[src/rtl/sprite_line_engine_if.sv]
// Config write bus for the sprite line engine: one 32-bit slot register per write.
interface sprite_line_engine_if;
    logic        cfg_wr;
    logic [3:0]  cfg_addr;
    logic [3:0]  cfg_wstrb;
    logic [31:0] cfg_wdata;

    modport master (output cfg_wr, cfg_addr, cfg_wstrb, cfg_wdata);
    modport slave  (input  cfg_wr, cfg_addr, cfg_wstrb, cfg_wdata);
endinterface

[src/rtl/sprite_line_engine.sv]
// Scanline sprite engine: fetches one pattern row per slot during hblank, then
// serialises the slot line buffers against pix_x with priority and collision.
module sprite_slot #(
    parameter int SPRITE_W = 16
) (
    input  logic                  clk,
    input  logic                  reset,
    input  logic                  load,
    input  logic [SPRITE_W*2-1:0] row,
    input  logic [8:0]            x,
    input  logic                  flip_x,
    input  logic [3:0]            palette,
    input  logic [8:0]            pix_x,
    output logic [1:0]            pixel,
    output logic [3:0]            pal
);
    localparam int DW = (SPRITE_W > 1) ? $clog2(SPRITE_W) : 1;

    logic [SPRITE_W*2-1:0] row_buf;
    logic [8:0]            x_q;
    logic                  flip_q;
    logic [3:0]            pal_q;
    logic [9:0]            d;
    logic [DW-1:0]         pos;

    always_ff @(posedge clk) begin
        if (reset) begin
            row_buf <= '0;
            x_q     <= '0;
            flip_q  <= 1'b0;
            pal_q   <= '0;
        end else if (load) begin
            row_buf <= row;
            x_q     <= x;
            flip_q  <= flip_x;
            pal_q   <= palette;
        end
    end

    // Pixel 0 sits in the top two bits; flip-x reads the row from the other end.
    always_comb begin
        d     = {1'b0, pix_x} - {1'b0, x_q};
        pos   = flip_q ? d[DW-1:0] : DW'(SPRITE_W - 1) - d[DW-1:0];
        pixel = 2'b00;
        if (d < 10'(SPRITE_W))
            pixel = row_buf[{pos, 1'b0} +: 2];
    end

    assign pal = pal_q;
endmodule

module sprite_line_engine #(
    parameter int NUM_SPRITES = 8,
    parameter int SPRITE_W    = 16,
    parameter int SPRITE_H    = 16,
    parameter int PAT_W       = 5
) (
    input  logic                                clk,
    input  logic                                reset,
    sprite_line_engine_if.slave                 cfg,
    input  logic                                line_start,
    input  logic [8:0]                          line_y,
    output logic [PAT_W+$clog2(SPRITE_H)-1:0]   mem_raddr,
    input  logic [SPRITE_W*2-1:0]               mem_rdata,
    input  logic                                pix_valid,
    input  logic [8:0]                          pix_x,
    output logic                                out_visible,
    output logic [1:0]                          out_pixel,
    output logic [3:0]                          out_palette,
    output logic                                fetch_done,
    output logic [NUM_SPRITES-1:0]              coll_mask,
    input  logic                                coll_clr
);
    localparam int ROW_W  = $clog2(SPRITE_H);
    localparam int SLOT_W = (NUM_SPRITES > 1) ? $clog2(NUM_SPRITES) : 1;
    localparam int AW     = PAT_W + ROW_W;

    typedef enum logic [1:0] {IDLE, ADDR, WAIT, LOAD} state_t;

    state_t                          state_q, state_d;
    logic [SLOT_W-1:0]               slot_q, slot_d;
    logic                            fetch_done_d;
    logic                            load;
    logic [8:0]                      line_y_q;
    logic [AW-1:0]                   raddr_q, raddr_calc;
    logic                            hit_q, hit_calc;
    logic [31:0]                     cfg_q [NUM_SPRITES];
    logic [NUM_SPRITES-1:0]          cfg_unused;
    logic [31:0]                     cur;
    logic [9:0]                      cur_y, ly;
    logic [ROW_W-1:0]                row;
    logic [NUM_SPRITES-1:0][1:0]     slot_pix;
    logic [NUM_SPRITES-1:0][3:0]     slot_pal;
    logic [NUM_SPRITES-1:0]          nz;
    logic                            win_vis, multi;
    logic [1:0]                      win_pix;
    logic [3:0]                      win_pal;
    logic [SPRITE_W*2-1:0]           row_in;

    // Config registers and per-slot line logic.
    for (genvar g = 0; g < NUM_SPRITES; g++) begin : g_slot
        always_ff @(posedge clk) begin
            if (reset)
                cfg_q[g] <= '0;
            else if (cfg.cfg_wr && cfg.cfg_addr == 4'(g))
                for (int b = 0; b < 4; b++)
                    if (cfg.cfg_wstrb[b])
                        cfg_q[g][b*8 +: 8] <= cfg.cfg_wdata[b*8 +: 8];
        end
        assign cfg_unused[g] = ^cfg_q[g];

        sprite_slot #(.SPRITE_W(SPRITE_W)) u_slot (
            .clk     (clk),
            .reset   (reset),
            .load    (load && slot_q == SLOT_W'(g)),
            .row     (row_in),
            .x       (cfg_q[g][17:9]),
            .flip_x  (cfg_q[g][30]),
            .palette (cfg_q[g][27:24]),
            .pix_x   (pix_x),
            .pixel   (slot_pix[g]),
            .pal     (slot_pal[g])
        );
    end

    assign row_in = hit_q ? mem_rdata : '0;

    // Row address and y-hit for the slot being fetched; 10-bit compare avoids wrap.
    always_comb begin
        cur        = cfg_q[slot_q];
        cur_y      = {1'b0, cur[8:0]};
        ly         = {1'b0, line_y_q};
        hit_calc   = cur[28] && (ly >= cur_y) && (ly < cur_y + 10'(SPRITE_H));
        row        = line_y_q[ROW_W-1:0] - cur[ROW_W-1:0];
        if (cur[29])
            row = ~row;
        raddr_calc = {cur[PAT_W+17:18], row};
    end

    assign mem_raddr = (state_q == ADDR) ? raddr_calc : raddr_q;

    always_ff @(posedge clk) begin
        if (reset) begin
            state_q    <= IDLE;
            slot_q     <= '0;
            fetch_done <= 1'b0;
            line_y_q   <= '0;
            raddr_q    <= '0;
            hit_q      <= 1'b0;
        end else begin
            state_q    <= state_d;
            slot_q     <= slot_d;
            fetch_done <= fetch_done_d;
            if (line_start)
                line_y_q <= line_y;
            if (state_q == ADDR) begin
                raddr_q <= raddr_calc;
                hit_q   <= hit_calc;
            end
        end
    end

    always_comb begin
        state_d      = state_q;
        slot_d       = slot_q;
        fetch_done_d = fetch_done;
        load         = 1'b0;
        case (state_q)
            ADDR: state_d = WAIT;
            WAIT: state_d = LOAD;
            LOAD: begin
                load = 1'b1;
                if (slot_q == SLOT_W'(NUM_SPRITES - 1)) begin
                    state_d      = IDLE;
                    fetch_done_d = 1'b1;
                end else begin
                    state_d = ADDR;
                    slot_d  = slot_q + 1'b1;
                end
            end
            default: ;
        endcase
        if (line_start) begin
            state_d      = ADDR;
            slot_d       = '0;
            fetch_done_d = 1'b0;
        end
    end

    // Descending scan so the lowest-numbered opaque slot is the last to assign.
    always_comb begin
        nz      = '0;
        win_vis = 1'b0;
        win_pix = '0;
        win_pal = '0;
        for (int i = NUM_SPRITES - 1; i >= 0; i--) begin
            nz[i] = |slot_pix[i];
            if (nz[i]) begin
                win_vis = 1'b1;
                win_pix = slot_pix[i];
                win_pal = slot_pal[i];
            end
        end
        multi = (nz & (nz - 1'b1)) != '0;
    end

    always_ff @(posedge clk) begin
        if (reset) begin
            out_visible <= 1'b0;
            out_pixel   <= '0;
            out_palette <= '0;
            coll_mask   <= '0;
        end else begin
            if (pix_valid) begin
                out_visible <= win_vis;
                out_pixel   <= win_pix;
                out_palette <= win_pal;
            end
            coll_mask <= (coll_clr ? '0 : coll_mask) | ((pix_valid && multi) ? nz : '0);
        end
    end
endmodule

[src/flat_wrapper.sv]
// flat-port wrapper written by rule: the top's interface ports become plain ports
module sprite_line_engine_flat 
#(
    parameter int NUM_SPRITES = 8,
    parameter int SPRITE_W    = 16,
    parameter int SPRITE_H    = 16,
    parameter int PAT_W       = 5
)
  (clk, reset, line_start, line_y, mem_raddr, mem_rdata, pix_valid, pix_x, out_visible, out_pixel, out_palette, fetch_done, coll_mask, coll_clr, cfg_cfg_wr, cfg_cfg_addr, cfg_cfg_wstrb, cfg_cfg_wdata);
  sprite_line_engine_if cfg_i ();
  input  logic clk;
  input  logic reset;
  input  logic line_start;
  input  logic [8:0] line_y;
  output logic [PAT_W+$clog2(SPRITE_H)-1:0] mem_raddr;
  input  logic [SPRITE_W*2-1:0] mem_rdata;
  input  logic pix_valid;
  input  logic [8:0] pix_x;
  output logic out_visible;
  output logic [1:0] out_pixel;
  output logic [3:0] out_palette;
  output logic fetch_done;
  output logic [NUM_SPRITES-1:0] coll_mask;
  input  logic coll_clr;
  input wire logic [$bits(cfg_i.cfg_wr)-1:0] cfg_cfg_wr;
  input wire logic [$bits(cfg_i.cfg_addr)-1:0] cfg_cfg_addr;
  input wire logic [$bits(cfg_i.cfg_wstrb)-1:0] cfg_cfg_wstrb;
  input wire logic [$bits(cfg_i.cfg_wdata)-1:0] cfg_cfg_wdata;
  assign cfg_i.cfg_wr = cfg_cfg_wr;
  assign cfg_i.cfg_addr = cfg_cfg_addr;
  assign cfg_i.cfg_wstrb = cfg_cfg_wstrb;
  assign cfg_i.cfg_wdata = cfg_cfg_wdata;
  sprite_line_engine #(.NUM_SPRITES(NUM_SPRITES), .SPRITE_W(SPRITE_W), .SPRITE_H(SPRITE_H), .PAT_W(PAT_W)) u_core (.clk(clk), .reset(reset), .cfg(cfg_i), .line_start(line_start), .line_y(line_y), .mem_raddr(mem_raddr), .mem_rdata(mem_rdata), .pix_valid(pix_valid), .pix_x(pix_x), .out_visible(out_visible), .out_pixel(out_pixel), .out_palette(out_palette), .fetch_done(fetch_done), .coll_mask(coll_mask), .coll_clr(coll_clr));
endmodule
[config.mk]
export PLATFORM = sky130hd
export DESIGN_NAME = sprite_line_engine_flat
export DESIGN_NICKNAME = d
export VERILOG_FILES = /design/src/rtl/sprite_line_engine_if.sv /design/src/rtl/sprite_line_engine.sv /design/src/flat_wrapper.sv
export SDC_FILE = /design/constraint.sdc
export NUM_CORES = 1
export LEC_CHECK = 0
export ABC_CLOCK_PERIOD_IN_PS = 4000
export BUFFER_PORTS_ARGS = -buffer_cell sky130_fd_sc_hd__buf_2
export CAP_MARGIN = 20
export CORE_MARGIN = 3
export CORE_UTILIZATION = 40
export DETAILED_ROUTE_END_ITERATION = 16
export MAX_ROUTING_LAYER = met4
export PLACE_DENSITY = 0.54
export SYNTH_ARGS = -nofsm -noshare
export SYNTH_HDL_FRONTEND = slang
export SYNTH_SLANG_ARGS = --single-unit
export TNS_END_PERCENT = 5
[constraint.sdc]
create_clock -name clk -period 4 [get_ports clk]
set_input_delay 0 -clock clk [delete_from_list [all_inputs] [get_ports clk]]
set_output_delay 0 -clock clk [all_outputs]
set_load 0.02 [all_outputs]
==> impl_metrics.json <==
{
  "status": "completed",
  "ys_ff_latch": 651,
  "synth_nets": 3555,
  "syn_inst": 3357,
  "power_density_mw_per_mm2": 417,
  "hp-class": "in2reg",
  "skew_ns": 0.0303,
  "final_area_mm2": 0.0366,
  "cts.root.buffer_cell": "clkbuf_16",
  "synth_flop_cell": "dfxtp_1",
  "p_leak_nw": 13.1,
  "whs_ns": 0.0537,
  "totalWireLength_mm": 92.7,
  "gp_congestion": 0.880,
  "placed_cell_area_mm2": 0.0334,
  "synth_top_area_share_pct": 26.0,
  "via_per_inst": 5.33,
  "coreArea_mm2": 0.0780,
  "slew_headroom_pct": 26.0,
  "async_reset_ff_share_pct": 0,
  "grt_pass1_vias": 23700,
  "min_period_ns": 3.91,
  "synthTopCellsByArea": "dfxtp_1 26%, edfxtp_1 23%, nor2_1 7.2%",
  "cp-end-kind": "flop",
  "fmax_mhz": 256,
  "drtIter0Drc": 2093,
  "cts_made_buffers": 76,
  "die_y_um": 287,
  "pre_cts_ws_ns": 0.0279,
  "drive_gt1_share_pct": 12.5,
  "stdcell_count": 4597,
  "area_delta_synth_final_pct": 15.6,
  "finalSetupViolCount": 0,
  "die-area_mm2": 0.0826,
  "ir_drop_mv": 0.464,
  "hold_violations": 0,
  "start_util_pct": 40.6,
  "io_pins": 121,
  "synth_top_area_cell": "dfxtp_1",
  "grt_max_degree": 158,
  "clock_latency_ns": 0.62,
  "drv_slew": 0,
  "setup_ws_ns": 0.0904,
  "synth_edf_count": 240,
  "avgRoutedWirePerCell_um": 20.2,
  "yosysMostFrequentCell": "nor2_1",
  "grtUsageTotal_pct": 23.0,
  "worstSetupPathType": "reg2reg",
  "clock_sink_count": 651,
  "vias": 24500,
  "tightest_slew_ns": 1.10,
  "rows": 102,
  "grt_pass1_wl_mm": 141,
  "post-route-period-util_pct": 97.7,
  "dr.pass1.iters": 6,
  "antenna_found_initial": 3,
  "detailed_place_hpwl_mm": 66.1,
  "reg2reg_slack_ns": 0.09,
  "postCtsSetupBuffers": 0,
  "avgSynthCellArea_um2": 9.44,
  "place_inst": 4395,
  "layout.filler_cells": 7328,
  "worstSetupStartpointType": "flop",
  "synth_area_mm2": 0.0317,
  "cts_tree": "done",
  "cap_violations": 0,
  "arrival_ns": 4.46,
  "ant_nets": 0,
  "drc": 0,
  "portBuffers": 118,
  "die_w_um": 287,
  "crit_required_ns": 4.55,
  "path_clk_slew_ns": 0.06,
  "clk_path_buf_depth": 3,
  "yosys_warnings": 0,
  "ys_seq_area_share_pct": 48.7,
  "critPathMaxFanout": 9,
  "grt_overflow_total": 0,
  "nNetsFinal": 3690,
  "ys_types": 87,
  "netlist_top_cells_count": "605 x nor2_1, 434 x nand2_1, 426 x a21oi_1, 411 x dfxtp_1, 252 x and2_1",
  "cts_htree_levels": 3
}
flip-flops by register name, summed over array words and instances (netlist names), named ones only:
name and cells:
u_core.slot_q 3, u_core.fetch_done 1, u_core.g_slot.u_slot.pal 32, u_core.out_palette 4
u_core.g_slot.u_slot.x_q 72, u_core.coll_mask 8, u_core.line_y_q 9, u_core.out_pixel 2
u_core.state_q 2, u_core.raddr_q 9, u_core.cfg_q 240, u_core.g_slot.u_slot.flip_q 8
u_core.hit_q 1, u_core.out_visible 1, u_core.g_slot.u_slot.row_buf 256
layout make-up:
type	count	area [µm²]	share of cell area [%]
Antenna cell	3	7.51	0.0205
Clock buffer	101	2170	5.92
Clock inverter	39	428	1.17
Inverter	103	387	1.05
Multi-Input combinational cell	2422	15200	41.4
Sequential cell	651	15400	42.1
Tap cell	1040	1300	3.55
Timing Repair Buffer	238	1740	4.75
layer usage:
layer	track usage, %	wire length [µm]
met5	-	0
met3	3.12	4940
met4	7.38	3040
met1	29.9	40700
met2	37.2	44000
kinds of logic (layout without fill, tap and decap cells):
family,count (synthesis),count (layout),share of synthesized area [%]
flops,651,651,48.7
mux,189,189,9.94
simple gates,1450,1450,20.5
other cells,0,3,0
fa+ha+maj,102,102,4.24
xor+xnor,59,59,1.89
compound gates,622,622,11.2
buf+inv,284,481,3.54
layout by cell type (no fill, tap or decap), types with 9 or more instances in the layout:
master | Yosys | routed
nor2_1 | 605 | 605
nand2_1 | 434 | 426
a21oi_1 | 426 | 426
dfxtp_1 | 411 | 410
and2_1 | 252 | 252
edfxtp_1 | 240 | 240
buf_2 | 8 | 118
inv_1 | 103 | 102
mux4_2 | 97 | 97
ha_1 | 93 | 93
mux2i_1 | 81 | 80
clkbuf_16 | 0 | 79
o21ai_0 | 61 | 61
dlygate4sd3_1 | 0 | 57
buf_4 | 4 | 54
xnor2_1 | 33 | 33
nand3_1 | 25 | 25
nor2b_1 | 20 | 20
nor3_1 | 20 | 20
nand2b_1 | 17 | 17
xor2_1 | 18 | 17
and3_1 | 13 | 13
o21a_1 | 13 | 13
a31oi_1 | 13 | 13
o211ai_1 | 12 | 12
clkinv_1 | 0 | 11
clkbuf_1 | 150 | 11
clkbuf_8 | 0 | 11
or3_1 | 10 | 10
o22ai_1 | 10 | 10
clkinv_2 | 0 | 10
mux2_2 | 9 | 9
nand2_2 | 1 | 9
nand3b_1 | 9 | 9
a32oi_1 | 9 | 9
critical path, cell delays in order, from the launching register on:
cell and delay (ns):
dfxtp_1 0.32, ha_1 0.21, fa_2 0.67, nand3b_1 0.16, o21ai_0 0.21, a2111oi_0 0.61, mux2i_1 0.19, mux2i_2 0.35
o211ai_1 0.16, buf_4 0.19, nor2_1 0.22, a221oi_1 0.12, o21ai_0 0.23, o2111a_1 0.22
worst paths after layout:
kind	from	end	depth (start not counted)
worst min-delay path	cfg_cfg_wstrb[0]	u_core.cfg_q[6][6]	3
worst min register to register	u_core.g_slot[4].u_slot.x_q[6]	u_core.g_slot[4].u_slot.x_q[6]	2
worst max-delay path	u_core.g_slot[7].u_slot.x_q[0]	u_core.out_palette[0]	13
worst max register to register	u_core.g_slot[7].u_slot.x_q[0]	u_core.out_palette[0]	13
stage by stage:
stage                     util (%)  TNS (ns)  total power [mW]
final                         47.0         0              15.3
after global routing          47.0   -0.0110              15.8
after CTS                     46.9         0              15.4
after detailed placement      42.9         0              8.19
after global placement        42.9         0              8.16
after floorplan                  -         0              7.81
report_power, final:
group	switching, mW	internal, mW	leakage [nW]
logic	0.630	0.387	6.26
clock network	2.83	4.34	1.26
registers	0.0646	7.02	5.60
total	3.53	11.7	13.1
repair_timing:
action | in CTS | in global routing
hold buffers | 57 | 0
endpoints found under the setup margin | 0 | 9
resized for setup | 0 | 4
endpoints found under the hold margin | 425 | 0
No activity file was read; power rests on OpenSTA's default activity.
